[config.mk]
export PLATFORM = sky130hd
export DESIGN_NAME = uart_cmd_sequencer
export DESIGN_NICKNAME = d
export VERILOG_FILES = /design/src/rtl/uart_cmd_sequencer.sv
export SDC_FILE = /design/constraint.sdc
export NUM_CORES = 1
export LEC_CHECK = 0
export ABC_AREA = 1
export CAP_MARGIN = 20
export CORE_MARGIN = 4
export CORE_UTILIZATION = 56
export DETAILED_ROUTE_END_ITERATION = 10
export DONT_BUFFER_PORTS = 1
export PLACE_DENSITY = 0.72
export SLEW_MARGIN = 5
export SYNTH_ARGS = -nofsm -noshare
export SYNTH_HDL_FRONTEND = slang
export SYNTH_SLANG_ARGS = --single-unit
[constraint.sdc]
create_clock -name clk -period 2 [get_ports clk]
set_input_delay 0.4 -clock clk [delete_from_list [all_inputs] [get_ports clk]]
set_output_delay 0.4 -clock clk [all_outputs]
set_load 0.005 [all_outputs]
[src/rtl/uart_cmd_sequencer.sv]
// Queues legal UART command bytes in a 4-entry FIFO and replays each on cmd for HOLD_CYCLES,
// followed by GAP_CYCLES of 8'h00, so the downstream stats block never sees adjacent commands.
module uart_cmd_sequencer #(
   parameter int unsigned HOLD_CYCLES = 16,
   parameter int unsigned GAP_CYCLES  = 16,
   parameter int unsigned DEPTH       = 4
) (
   input  logic       clk,
   input  logic       reset,
   input  logic [7:0] rx_data,
   input  logic       rx_valid,
   input  logic       clear_ovf,
   output logic [7:0] cmd,
   output logic       cmd_active,
   output logic [2:0] fifo_count,
   output logic       overflow,
   output logic       rejected
);

   typedef enum logic [1:0] {StIdle, StHold, StGap} state_e;

   localparam logic [7:0] HoldLoad  = 8'(HOLD_CYCLES - 1);
   localparam logic [7:0] GapLoad   = 8'(GAP_CYCLES - 1);
   localparam logic [2:0] FullCount = 3'(DEPTH);

   state_e     state_q, state_d;
   logic [7:0] cnt_q, cnt_d;
   logic [7:0] cmd_q, cmd_d;
   logic       act_q, act_d;
   logic [7:0] mem_q [DEPTH];
   logic [7:0] mem_d [DEPTH];
   logic [1:0] wr_ptr_q, wr_ptr_d;
   logic [1:0] rd_ptr_q, rd_ptr_d;
   logic [2:0] count_q, count_d;
   logic       ovf_q, ovf_d;
   logic       rej_q, rej_d;

   logic legal, full, push, pop;

   always_comb begin
      legal = rx_data inside {8'h65, 8'h73, 8'h70, 8'h63, 8'h77};
      full  = (count_q == FullCount);
      pop   = (state_q == StIdle) && (count_q != 3'd0);
      // A full FIFO still accepts a byte when the head leaves on the same edge.
      push  = rx_valid && legal && (!full || pop);

      state_d  = state_q;
      cnt_d    = cnt_q;
      cmd_d    = cmd_q;
      act_d    = act_q;
      mem_d    = mem_q;
      wr_ptr_d = wr_ptr_q;
      rd_ptr_d = rd_ptr_q;
      ovf_d    = ovf_q;

      if (push) begin
         mem_d[wr_ptr_q] = rx_data;
         wr_ptr_d        = wr_ptr_q + 2'd1;
      end
      if (pop) begin
         rd_ptr_d = rd_ptr_q + 2'd1;
      end
      count_d = count_q + 3'(push) - 3'(pop);

      rej_d = rx_valid && !legal;

      if (clear_ovf) begin
         ovf_d = 1'b0;
      end else if (rx_valid && legal && full && !pop) begin
         ovf_d = 1'b1;
      end

      unique case (state_q)
         StIdle: begin
            if (pop) begin
               state_d = StHold;
               cmd_d   = mem_q[rd_ptr_q];
               act_d   = 1'b1;
               cnt_d   = HoldLoad;
            end
         end
         StHold: begin
            if (cnt_q == 8'd0) begin
               state_d = StGap;
               cmd_d   = 8'h00;
               act_d   = 1'b0;
               cnt_d   = GapLoad;
            end else begin
               cnt_d = cnt_q - 8'd1;
            end
         end
         StGap: begin
            if (cnt_q == 8'd0) begin
               state_d = StIdle;
            end else begin
               cnt_d = cnt_q - 8'd1;
            end
         end
         default: begin
            state_d = StIdle;
            cmd_d   = 8'h00;
            act_d   = 1'b0;
            cnt_d   = 8'd0;
         end
      endcase
   end

   always_ff @(posedge clk) begin
      if (!reset) begin
         state_q  <= StIdle;
         cnt_q    <= 8'd0;
         cmd_q    <= 8'h00;
         act_q    <= 1'b0;
         mem_q    <= '{default: 8'h00};
         wr_ptr_q <= 2'd0;
         rd_ptr_q <= 2'd0;
         count_q  <= 3'd0;
         ovf_q    <= 1'b0;
         rej_q    <= 1'b0;
      end else begin
         state_q  <= state_d;
         cnt_q    <= cnt_d;
         cmd_q    <= cmd_d;
         act_q    <= act_d;
         mem_q    <= mem_d;
         wr_ptr_q <= wr_ptr_d;
         rd_ptr_q <= rd_ptr_d;
         count_q  <= count_d;
         ovf_q    <= ovf_d;
         rej_q    <= rej_d;
      end
   end

   assign cmd        = cmd_q;
   assign cmd_active = act_q;
   assign fifo_count = count_q;
   assign overflow   = ovf_q;
   assign rejected   = rej_q;

endmodule

# Yosys cells after proc, flatten, opt, wreduce, memory -nomap -nowiden
# Cells that the tools add are included.
# totals
reg_bits,60
in_bits,12
out_inout_bits,14
wordCells,76
# classes
add_sub_neg,5
magnitude_cmp,3
n_eq_ne,12
n_mux,20
n_bitwise,4
n_reduce_logical,19
# ops
op,n
$mux 8,8
$pmux 8 s3,2
$eq 8x7->1 const B,5
$bwmux 32,1
$bmux 8 s2,1
$demux 8 s2,1
$logic_not 8->1,1
$ne 2x2->1 const B,4
$sub 8x1->8 const B,1
$logic_and 1x1->1,7
$ge 3x3->1 const B,2
$mux 2,3
$not 2->3,2
$pmux 2 s3,1
$reduce_and 3->1,2
$reduce_bool 5->1,1
$add 2x1->2 const B,2
$add 3x1->3,1
$eq 3x3->1 const B,1
$logic_not 1->1,3
$lt 3x1->1 const B,1
$pmux 1 s3,1
$reduce_bool 3->1,1
$sub 3x1->3,1
other kinds (8),10

# Depth between registers and ports, before layout
# logic_depth
ltp_word,6
depth_mapped,13
mapped_depth_nobuf,13

# Worst setup path before layout
# No wires, ideal clock.
# synth_path
path_type,input -> register
start,input port rx_data[7]
end,register count_q[2] (netlist: fifo_count[2])
setup_ns,0.070
arrival_ns,2.084
required_time_ns,1.930
path_slack_ns,-0.153
cell_stages,13
path_buffers,0
path_cell_list,inv_1 -> nand2_1 -> nor2_1 -> nand3_2 -> nor2_4 -> nand3_1 -> ha_1 -> inv_1 -> ha_1 -> fa_1 -> inv_1 -> o21ai_0 -> a21oi_1
# synth_via
elab_chain_cells,6
elab_cells_between_ends,10
classes_between,add/sub: 2; eq/ne: 5; reduce/logical: 3
# synth_rtl
element,line,source
from (decl),10,"input logic [7:0] rx_data,"
$eq 8x7->1,41,"legal = rx_data inside {8'h65, 8'h73, 8'h70, 8'h63, 8'h77};"
$reduce_bool 5->1 (*),41,
$logic_and 1x1->1 (*) (2 in series),45,push = rx_valid && legal && (!full || pop);
$add 3x1->3 (*),63,count_d = count_q + 3'(push) - 3'(pop);
$sub 3x1->3 (*),63,
to (signal assigned),128,count_q <= count_d;
to (decl),34,"logic [2:0] count_q, count_d;"
# Mark *: on every way between the ends. The rest lies on a longest branch, timed or not.
# A chain may end at the register's enable or synchronous reset.

# Worst setup path after layout
# layout_path
start,register state_q[1]
end,register count_q[2] (netlist: fifo_count[2])
# layout_via
elab_chain_cells,6
# layout_rtl
element,line,source
from (decl),26,"state_e state_q, state_d;"
from (signal assigned),110,state_q <= StIdle;
from (signal assigned),121,state_q <= state_d;
$logic_not 2->1 (*),43,pop = (state_q == StIdle) && (count_q != 3'd0);
$logic_and 1x1->1 (*),43,
$logic_or 1x1->1,45,
$logic_and 1x1->1,45,
$add 3x1->3,63,
$sub 3x1->3 (*),63,
# Marked as above.

==> results.py <==
metrics = {
    "finish": {
        "n_antenna_cell": 0,
        "drive_above_1_share": 0.136,
        "regArea_um2": 1210,
        "layout.nets": 427,
        "layoutNonFillerInstCount": 478,
        "n_fill_cell": 445,
        "syn2layout_area_growth_pct": 13.5,
        "multi_input_area_um2": 1310,
    },
    "detailed_routing": {
        "final_antenna_net_count": 0,
        "drc": 0,
        "wl_per_cell_um": 12.4,
        "vias": 2339,
        "drt_pass1_iterations": 5,
        "drtIter0Drc": 127,
        "wirelength_um": 5940,
        "drt-vias-per-instance": 4.89,
    },
    "timing": {
        "hold_violations": 0,
        "min_period_over_period": 0.943,
        "fin_hold_ws_ns": 0.167,
        "layout_min_cycle_time_ns": 1.89,
        "tightest_slew_ns": 0.482,
        "fin_skew_ns": 0.00752,
        "setup_viol": 0,
        "slew_headroom": 0.679,
        "slew_viol_final": 0,
        "max_clock_freq_ghz": 0.530,
    },
    "place": {
        "dp.cells": 458,
        "port_buffers": 0,
        "dp_hpwl_um": 3840,
        "gp_congestion": 0.768,
    },
    "floorplanning": {
        "die_h_um": 78.5,
        "ioPinCount": 26,
        "die_w_um": 78.5,
        "rows": 25,
        "initial_core_util": 0.585,
        "die_area_um2": 6160,
        "coreArea_um2": 4750,
    },
    "synth": {
        "seq_area_frac_synth": 0.432,
        "yosysMostFrequentCell": "nand2_1",
        "async_flop_share": 0,
        "syn_nets": 413,
        "yosys_warnings": 0,
        "synth_seq_cells": 60,
        "synth.distinct_cells": 27,
        "synth-main-ff-cell": "dfxtp_1",
        "synth_top_area_share": 0.432,
        "yosys-top-cells-area": "dfxtp_1, nand2_1, nor2_1",
        "avgSynthCellArea_um2": 7.08,
        "syn_inst": 393,
        "synth_common_cells": "nand2_1, nor2_1, dfxtp_1",
        "syn_area_um2": 2780,
        "synth_edf_count": 0,
        "synth_top_cell_by_area": "dfxtp_1",
    },
    "global_route": {
        "grtUsageTotal": 0.214,
        "grt_pass1_vias": 2341,
        "antenna_found_initial": 0,
        "grt_max_degree": 28,
        "overflow": 0,
        "grt_pass1_wl_um": 10300,
    },
    "clock_tree": {
        "clockBufferDepth": 2,
        "cts_buffers": 9,
        "ctsHoldBuffers": 0,
        "cts-htree-levels": 3,
        "tritoncts": "done",
        "root_buffer": "clkbuf_8",
        "insertion_delay_ns": 0.33,
        "clkTransAtPathRegs_ns": 0.07,
        "cts_sinks": 60,
    },
    "outcome": {
        "status": "complete, no violations",
    },
    "critical_path": {
        "cp.arrival_ns": 2.16,
        "end_kind": "register",
        "worstPathRequired_ns": 2.27,
        "cp-start-kind": "register",
        "cp_max_fo": 5,
        "crit_type": "register to register",
    },
    "pwr": {
        "leakage_nw": 1.50,
        "vdd_ir_drop_max_uv": 904,
        "power.density_nw_per_um2": 1370,
    },
    "run": {
        "cap_violations": 0,
    },
    "min_path": {
        "hp-class": "input pin to register",
    },
}
power by group:
| part | internal (mW) | switching, mW | total, mW |
|---|---|---|---|
| Clock | 0.690 | 0.458 | 1.15 |
| Combinational | 0.645 | 1.01 | 1.66 |
| Sequential | 1.39 | 0.130 | 1.52 |
| Total | 2.73 | 1.60 | 4.32 |
cell type report:
cell class	instances	share of cell area
clock buffers	10	0.0404
clock inverters	5	0.0246
inverters	57	0.0717
multi-input cells	263	0.416
flip-flops and latches	60	0.383
well taps	67	0.0265
repair buffers	16	0.0380
layer usage:
| metal | routed length [um] | track usage |
|---|---|---|
| met5 | 0 | 0 |
| met4 | 131 | 0.121 |
| met3 | 281 | 0.0562 |
| met2 | 2740 | 0.353 |
| met1 | 2780 | 0.253 |
sequential cells by signal (all words and copies together), names as in the netlist:
signal and count:
rejected 1, mem_q 32, rd_ptr_q 2, cmd 8, state_q 2, fifo_count 3, cnt_q 8, wr_ptr_q 2
cmd_active 1, overflow 1
stage by stage:
step	power, mW	instance area, um2	setup slack, ns	TNS, ns	util
floorplan	2.62	2810	-0.0742	-0.129	-
global placement	2.95	2870	0.0244	0	0.604
detailed placement	2.99	2870	-0.0487	-0.0625	0.604
CTS	4.13	3080	0.0273	0	0.647
global route	4.66	3160	-0.0135	-0.0135	0.664
finish	4.32	3160	0.114	0	0.664
final timing paths:
kind | startpoint | endpoint | slack (ns) | cells past startpoint
worst max-delay path | state_q[1] | fifo_count[2] | 0.11 | 11
worst min-delay path | reset | fifo_count[1] | 0.17 | 2
worst max register to register | state_q[1] | fifo_count[2] | 0.11 | 11
worst min register to register | mem_q[11] | mem_q[11] | 0.44 | 2
critical path, stage by stage (launching register included):
cell and delay (ns):
dfxtp_4 0.36, nor2_4 0.17, inv_2 0.07, nand3_4 0.08, nand3_4 0.10, ha_4 0.26, inv_1 0.03, ha_2 0.16
fa_2 0.32, inv_1 0.07, o21ai_0 0.08, a21oi_1 0.11
repair_timing:
item | in CTS | in global routing
gates resized for setup | 0 | 10
endpoints found under the setup margin | 0 | 2
setup buffers | 0 | 5
cell families (layout without fill, tap and decap cells):
| logic type | after synthesis | count (layout) | share of synthesized area |
|---|---|---|---|
| compound gates | 65 | 65 | 0.121 |
| xor+xnor | 3 | 3 | 0.00944 |
| fa+ha+maj | 8 | 8 | 0.0387 |
| buf+inv | 70 | 88 | 0.112 |
| flops | 60 | 60 | 0.432 |
| simple gates | 187 | 187 | 0.286 |
placed cells by master, fill, tap and decap left out, types with 2 or more instances in the layout:
cell type  count
nand2_1       93
nor2_1        71
dfxtp_1       58
inv_1         51
a21oi_1       33
o21ai_0       26
buf_4         16
clkbuf_8       9
nand3_1        7
ha_1           5
nand4_2        4
inv_2          3
nand3_2        3
nand4_1        3
xor2_1         3
nor2_4         2
inv_4          2
nand2_2        2
nand3_4        2
clkinv_2       2
bufinv_16      2
dfxtp_4        2
No activity file was read; power rests on OpenSTA's default activity.
